File: src/rtl/adder_gather.sv
// adder_gather: serial-to-parallel gather stage feeding a NUM-input adder tree.
// Packs NUM consecutive operands from a valid/ready stream into lanes and
// presents the completed group on a registered bus with a one-cycle valid pulse.
//
// Optional feature macro: ADDER_GATHER_PAD_EN
//   defined   - in_last on an accepted operand closes the group early; the
//               unfilled upper lanes are emitted as zero (+0.0).
//   undefined - in_last is ignored; groups close only after NUM operands.
//
// Fill state table (idx_q):
//   state | meaning
//   IDLE  | idx_q == 0, no partial group held
//   FILL  | idx_q  > 0, lanes 0..idx_q-1 hold a partial group
module adder_gather #(
  parameter int BITS     = 16,
  parameter int NUM      = 4,
  parameter int CNT_BITS = 16
) (
  input  logic                  clk,
  input  logic                  resetn,
  input  logic                  in_valid,
  output logic                  in_ready,
  input  logic [BITS-1:0]       in_data,
  input  logic                  in_last,
  input  logic                  flush,
  output logic [NUM*BITS-1:0]   data_out,
  output logic                  valid_out,
  output logic [CNT_BITS-1:0]   group_cnt
);

  localparam int IDX_W = (NUM > 1) ? $clog2(NUM) : 1;
  localparam logic [IDX_W-1:0] LAST_IDX = IDX_W'(NUM - 1);

`ifdef ADDER_GATHER_PAD_EN
  localparam logic PAD_EN = 1'b1;
`else
  localparam logic PAD_EN = 1'b0;
`endif

  logic [NUM-1:0][BITS-1:0] fill_q, fill_d;
  logic [NUM-1:0][BITS-1:0] out_q, out_d;
  logic [IDX_W-1:0]         idx_q, idx_d;
  logic [CNT_BITS-1:0]      cnt_q, cnt_d;
  logic                     valid_q, valid_d;
  logic                     ready_q;

  logic                     accept;
  logic                     at_last;
  logic                     early;
  logic                     complete;
  logic [IDX_W-1:0]         base_idx;
  logic [NUM-1:0][BITS-1:0] base_fill;

  // Next-state for fill bank, output bank, index and counter.
  // A flush is applied first so an operand arriving in the same cycle
  // starts a fresh group at lane 0.
  always_comb begin
    accept    = in_valid & ready_q;
    base_idx  = flush ? '0 : idx_q;
    base_fill = flush ? '0 : fill_q;
    at_last   = (base_idx == LAST_IDX);
    early     = PAD_EN & in_last;
    complete  = accept & (at_last | early);

    fill_d  = base_fill;
    idx_d   = base_idx;
    out_d   = out_q;
    cnt_d   = cnt_q;
    valid_d = 1'b0;

    if (accept) begin
      if (complete) begin
        // Group closes now: the completing operand bypasses the fill bank,
        // lanes above it (only possible on an early close) become zero.
        for (int k = 0; k < NUM; k++) begin
          if (IDX_W'(k) < base_idx)       out_d[k] = base_fill[k];
          else if (IDX_W'(k) == base_idx) out_d[k] = in_data;
          else                            out_d[k] = '0;
        end
        fill_d  = '0;
        idx_d   = '0;
        valid_d = 1'b1;
        cnt_d   = cnt_q + CNT_BITS'(1);
      end else begin
        for (int k = 0; k < NUM; k++) begin
          if (IDX_W'(k) == base_idx) fill_d[k] = in_data;
        end
        idx_d = base_idx + IDX_W'(1);
      end
    end
  end

  // State registers; in_ready rises on the first edge after reset release.
  always_ff @(posedge clk or negedge resetn) begin
    if (!resetn) begin
      fill_q  <= '0;
      out_q   <= '0;
      idx_q   <= '0;
      cnt_q   <= '0;
      valid_q <= 1'b0;
      ready_q <= 1'b0;
    end else begin
      fill_q  <= fill_d;
      out_q   <= out_d;
      idx_q   <= idx_d;
      cnt_q   <= cnt_d;
      valid_q <= valid_d;
      ready_q <= 1'b1;
    end
  end

  assign in_ready  = ready_q;
  assign data_out  = out_q;
  assign valid_out = valid_q;
  assign group_cnt = cnt_q;

endmodule

File: config.mk
export PLATFORM = sky130hd
export DESIGN_NAME = adder_gather
export DESIGN_NICKNAME = d
export VERILOG_FILES = /design/src/rtl/adder_gather.sv
export SDC_FILE = /design/constraint.sdc
export NUM_CORES = 1
export LEC_CHECK = 0
export ABC_AREA = 1
export CAP_MARGIN = 20
export CORE_MARGIN = 1
export CORE_UTILIZATION = 37
export CTS_BUF_LIST = sky130_fd_sc_hd__clkbuf_8 sky130_fd_sc_hd__clkbuf_16
export CTS_CLUSTER_SIZE = 24
export DETAILED_ROUTE_END_ITERATION = 12
export SYNTH_ARGS = -nofsm -noshare
export SYNTH_HDL_FRONTEND = slang
export SYNTH_SLANG_ARGS = --single-unit
File: constraint.sdc
create_clock -name clk -period 1.26 [get_ports clk]
set_input_delay 0.252 -clock clk [delete_from_list [all_inputs] [get_ports clk]]
set_output_delay 0.252 -clock clk [all_outputs]
set_load 0.01 [all_outputs]
==> After elaboration in Yosys (flattened, before gate mapping) <==
Cells that the tools add are included.
{ "classes": {"muxes": 20, "n_eq_ne": 4, "bitwise": 2, "magnitude_cmp": 4, "n_addsub": 2, "reduce_logical": 2} }
{ "op_table": {"columns": ["operator", "count"], "rows": [
  ["16-bit 2-to-1 mux", 12],
  ["64-bit 2-to-1 mux", 3],
  ["16-bit by 1-bit adder with 16-bit output, second input constant", 1],
  ["2-bit 2-to-1 mux", 3],
  ["2-bit equality test, first input constant", 2],
  ["1-bit by 2-bit < comparator with 1-bit output, first input constant", 2],
  ["2-bit < comparator, first input constant", 2],
  ["2-bit by 1-bit adder with 2-bit output, second input constant", 1],
  ["1-bit AND", 2],
  ["1-bit by 2-bit equality test with 1-bit output, first input constant", 1],
  ["2-bit equality test, second input constant", 1],
  ["2-bit zero test", 1],
  ["1-bit 2-to-1 mux", 2],
  ["2-bit AND reduction", 1]
]} }
{ "totals": {"regBits": 148, "elab_cells": 46, "inputBits": 21} }

==> Logic depth before layout (Yosys ltp) <==
{ "depth": {"depth_word": 5, "ltp_mapped": 8, "mapped_depth_nobuf": 8} }

==> Worst setup path after synthesis <==
No wires, ideal clock.
{ "synth_timing": {"kind": "reg2reg", "from": "reg idx_q[1]", "to": "reg fill_q[43] (netlist name)", "path_stages_with_launch": 8, "setup_time_ns": 0.077, "path_buffers": 1, "t_arrival_ns": 1.272, "slack_ns": -0.089, "cell_sequence": "dfrtp_1 nand2_1 inv_1 ha_1 nand2_1 clkbuf_1 o21ai_0 a21oi_1"} }
{ "synth_rtl": {"columns": ["item", "line", "source"], "rows": [
  ["start: declaration", "42", "logic [IDX_W-1:0] idx_q, idx_d;"],
  ["start signal: assignment", "105", "idx_q <= idx_d;"],
  ["end signal: assignment", "103", "fill_q <= fill_d;"],
  ["end: declaration", "40", "logic [NUM-1:0][BITS-1:0] fill_q, fill_d;"]
]} }

==> Worst setup path after layout <==
{ "layout_timing": {"from": "reg ready_q, in the netlist in_ready", "to": "reg cnt_q[10], in the netlist group_cnt[10]"} }
{ "layout_between": {"elab_chain_len": 3} }
{ "layout_rtl": {"columns": ["item", "line", "source"], "rows": [
  ["start: declaration", "45", "logic ready_q;"],
  ["start signal: assignment", "101", "ready_q <= 1'b0;"],
  ["start signal: assignment", "108", "ready_q <= 1'b1;"],
  ["1-bit AND *", "58", "accept = in_valid & ready_q;"],
  ["1-bit AND", "63", "complete = accept & (at_last | early);"],
  ["2-bit AND reduction (no source line) *", null, null],
  ["end signal: assignment", "106", "cnt_q <= cnt_d;"],
  ["end: declaration", "43", "logic [CNT_BITS-1:0] cnt_q, cnt_d;"]
]} }
Every way passes the cells marked *; elsewhere a longest branch is shown, timed or not.
A chain may end at the register's enable or synchronous reset.

==> run summary <==
After floorplanning, the core was divided into 44 placement rows. The part of the Yosys area used for sequential elements came out at 0.593. The latest clock arrival within the worst-skew pair was 0.42 ns; the worst hold slack was 0.291 ns. Total die area: 0.0155 sq mm.

Clock tree synthesis selected as its root buffer the cell sky130_fd_sc_hd__clkbuf_16. The tools report the count of unresolved DRC violations after routing as 0. Entering global routing, the biggest net connects 37 pins.

In the routed layout, each cell is associated on average with a via count of 4.99. The signal arrival time at the worst endpoint came out at 1.65 ns. The run gives 0.842 as the final estimated routing congestion in global placement.

The synthesized design contains 0 enable-type register cells. The share of synthesized flip-flops with an asynchronous set or reset works out to 1.00. The checks that failed: negative setup slack.

The run finished, with violations left. Clock-pin slew was measured on the worst setup and hold paths at 0.06 ns. For this design, the sink count on the clock tree is 132. The run gives 0.0146 sq mm as the placeable core region. The worst setup path is launched from a flip-flop. The netlist uses 23 different library cells.

The iteration count of the initial detailed-routing pass was 4. Start-to-end type of the worst setup path: reg2reg. The count of nets left with antenna violations once routing finished came out at 0. STA classifies the critical path endpoint as a flip-flop. The die is 125 um wide.

0 antenna diodes ended up in the layout. The count of vias placed by the detailed router is 5307, and the final setup violation count is 102. The first global-routing pass estimated 26500 um of wire.

For the finished layout, the period the worst path requires is 1.33 ns. The cell type with the highest aggregate area in the netlist is sky130_fd_sc_hd__dfrtp_1. The most common cell in the synthesized netlist was sky130_fd_sc_hd__nand2_1.

The number of port buffers came out at 101. The commonest cells after synthesis are sky130_fd_sc_hd__nand2_1 (240), sky130_fd_sc_hd__dfrtp_1 (132), sky130_fd_sc_hd__o21ai_0 (110). The H-tree was split into 4 levels. Final number of hold-violating endpoints: 0. Summed over all cells, the static leakage comes to 4.56 nW.

The minimum setup slack in the final design was -0.0748 ns. The initial DRC count was 305; the highest fanout seen on the critical path was 6. Overall die height: 125 um. Setup repair after global routing could not meet its margin everywhere.

Summed over all layers, the routed wires come to 17600 um. The logs give 0 for the warning count from the yosys run and 647 for the number of instances in the synthesized netlist. For the effective utilization at floorplan, the log shows 0.382. Buffers inserted during clock tree synthesis total 17.

The final layout contains 889 nets. The total routing resource utilization after global routing was 0.218. In this run the count of I/O pins placed on the die edge is 103. The number of register bits inferred by synthesis was 132.

Data on the critical path is required at its endpoint by 1.57 ns. Counting stages on the worst path, the most repeated cell is sky130_fd_sc_hd__nand2_1. In this design, the stage delay of the slowest critical-path cell is 0.36 ns.

At the placement stage, the worst setup path has a slack of -0.587 ns. The worst min-delay path class is in2async. The total congestion overflow after global routing is 0, and the count of pins over their slew limit is 0.

The top cell type's share of synthesized area was 0.593. Compared with the post-synthesis result, the final layout area differs by 62.1%. On the critical path, the stage with the largest delay is an instance of sky130_fd_sc_hd__dfrtp_1.

Counting every net in the synthesized netlist gives 670. The mapped netlist covers 0.00557 sq mm. The tool flagged a number of max-cap violations equal to 0.

The share of the core filled with cells in the final layout came out at 0.619. IR analysis of the VDD net gives a maximum drop of 0.892 mV. Detailed placement ended at an HPWL of 10500 um.

By area the synthesized netlist is led by sky130_fd_sc_hd__dfrtp_1 (59%), sky130_fd_sc_hd__nand2_1 (16%), sky130_fd_sc_hd__o21ai_0 (9.9%). The initial antenna violation count was 0; the final clock skew was 0.00657 ns. The share of the clock period used by the worst path was 1.06. The ratio of cells with drive above 1 in the final layout was 0.470. The tools report the maximum number of buffers from clock root to sink as 2. Main flop type after synthesis: sky130_fd_sc_hd__dfrtp_1.

Static timing analysis puts the maximum clock frequency at 0.749 GHz. The signal on the critical path passes through buf_6 -> nand2_8 -> nor2_4 -> buf_12 -> buf_8 -> nand4_1 -> nand2_1 -> nand2_1. Routed length per placed instance: 16.6 um. Number of global-route vias before repair: 5153. The average size of a mapped cell came out at 8.61 sq um. TritonCTS built the clock tree. For this design the ratio of total power to cell area is 1230 mW/mm^2.
==> metrics by stage <==
step | std cells | power [mW] | setup TNS [ns] | instance area [sq um]
2_1_floorplan | 647 | 5.36 | -0.279 | 5610
3_3_place_gp | 976 | 6.35 | -58.18 | 7390
3_5_place_dp | 976 | 6.38 | -62.90 | 7390
4_1_cts | 1044 | 10.9 | -2.32 | 8110
5_1_grt | 1063 | 11.5 | -11.35 | 9030
6_report | 1063 | 11.1 | -3.94 | 9030
==> cells in the final DEF (no fill, tap or decap), types with 2 or more instances in the layout <==
master	count
sky130_fd_sc_hd__nand2_1	147
sky130_fd_sc_hd__dfrtp_1	130
sky130_fd_sc_hd__buf_4	87
sky130_fd_sc_hd__buf_2	80
sky130_fd_sc_hd__nand2_2	60
sky130_fd_sc_hd__o21ai_1	49
sky130_fd_sc_hd__o21ai_2	42
sky130_fd_sc_hd__inv_1	34
sky130_fd_sc_hd__nand2_4	33
sky130_fd_sc_hd__clkbuf_16	24
sky130_fd_sc_hd__o21ai_0	22
sky130_fd_sc_hd__buf_6	19
sky130_fd_sc_hd__clkdlybuf4s50_1	17
sky130_fd_sc_hd__o22ai_1	16
sky130_fd_sc_hd__a21oi_1	15
sky130_fd_sc_hd__buf_12	12
sky130_fd_sc_hd__nand3_1	10
sky130_fd_sc_hd__nor2_4	8
sky130_fd_sc_hd__nand4_1	8
sky130_fd_sc_hd__nor2_1	7
sky130_fd_sc_hd__nor2_2	6
sky130_fd_sc_hd__buf_16	6
sky130_fd_sc_hd__buf_8	6
sky130_fd_sc_hd__clkinvlp_4	5
sky130_fd_sc_hd__clkinv_2	5
sky130_fd_sc_hd__nand3_2	3
sky130_fd_sc_hd__xnor2_1	3
sky130_fd_sc_hd__xor2_1	3
sky130_fd_sc_hd__inv_2	2
sky130_fd_sc_hd__nand3_4	2
sky130_fd_sc_hd__inv_4	2
sky130_fd_sc_hd__dfrtp_2	2
==> final timing paths <==
kind / from / endpoint / slack (ns) / depth (start not counted)
min reg2reg: data_out[48] / data_out[48] / 0.48 / 2
min in group clk: flush / fill_q[47] / 0.46 / 5
max in group asynchronous: resetn / data_out[44] / 0.40 / 3
max: in_ready / group_cnt[10] / -0.07 / 8
max reg2reg: in_ready / group_cnt[10] / -0.07 / 8
min: resetn / data_out[6] / 0.29 / 2
==> layout make-up <==
type,count,area (sq um)
clock inverters,14,114
multi-input cells,441,2660
inverters,38,155
well taps,184,230
clock buffers,18,439
repair buffers,236,2130
fillers,1178,5560
flip-flops and latches,132,3310
==> flip-flops by register name (all words and copies together), names as in the netlist <==
signal,count
data_out,64
fill_q,48
group_cnt,16
idx_q,2
in_ready,1
valid_out,1
==> power by group <==
part	switching, mW	total (mW)	leakage, nW	internal, mW
Combinational	0.940	1.75	2.50	0.809
Clock	1.84	4.58	0.265	2.74
Sequential	0.211	4.78	1.79	4.57
==> kinds of logic (layout without fill, tap and decap cells) <==
group | count (synthesis) | count (layout) | synth area share
DFF | 132 | 132 | 0.593
xor gates and xnor gates | 6 | 6 | 0.00944
and+or+nand+nor | 287 | 287 | 0.203
buffers and inverters | 74 | 306 | 0.0550
AOI/OAI and AO/OA | 145 | 145 | 0.134
other | 1 | 1 | 0.000673
adders and majority gates | 2 | 2 | 0.00449
==> critical path, delay by kind of cell (launching register included) <==
kind          cells  cell delay (ns)
simple gates      5             0.47
flops             1             0.36
buf+inv           3             0.37
==> repair_timing <==
action / CTS / global route
setup buffers: 30 / 11
endpoints found under the hold margin: 19 / 0
setup endpoints to repair: 201 / 130
gates resized for setup: 423 / 235
pin swaps: 9 / 35
hold buffers: 1 / 0
gates cloned: 6 / 8
==> per-layer routing <==
metal / up-vias / part of all wire / global-route usage
met3: 32 / 0.046 / 0.0464
met5: - / 0 / 0
li1: 2555 / - / -
met1: 2567 / 0.41 / 0.277
met2: 153 / 0.52 / 0.362
met4: 0 / 0.022 / 0.0850
No activity file was read; power rests on OpenSTA's default activity.
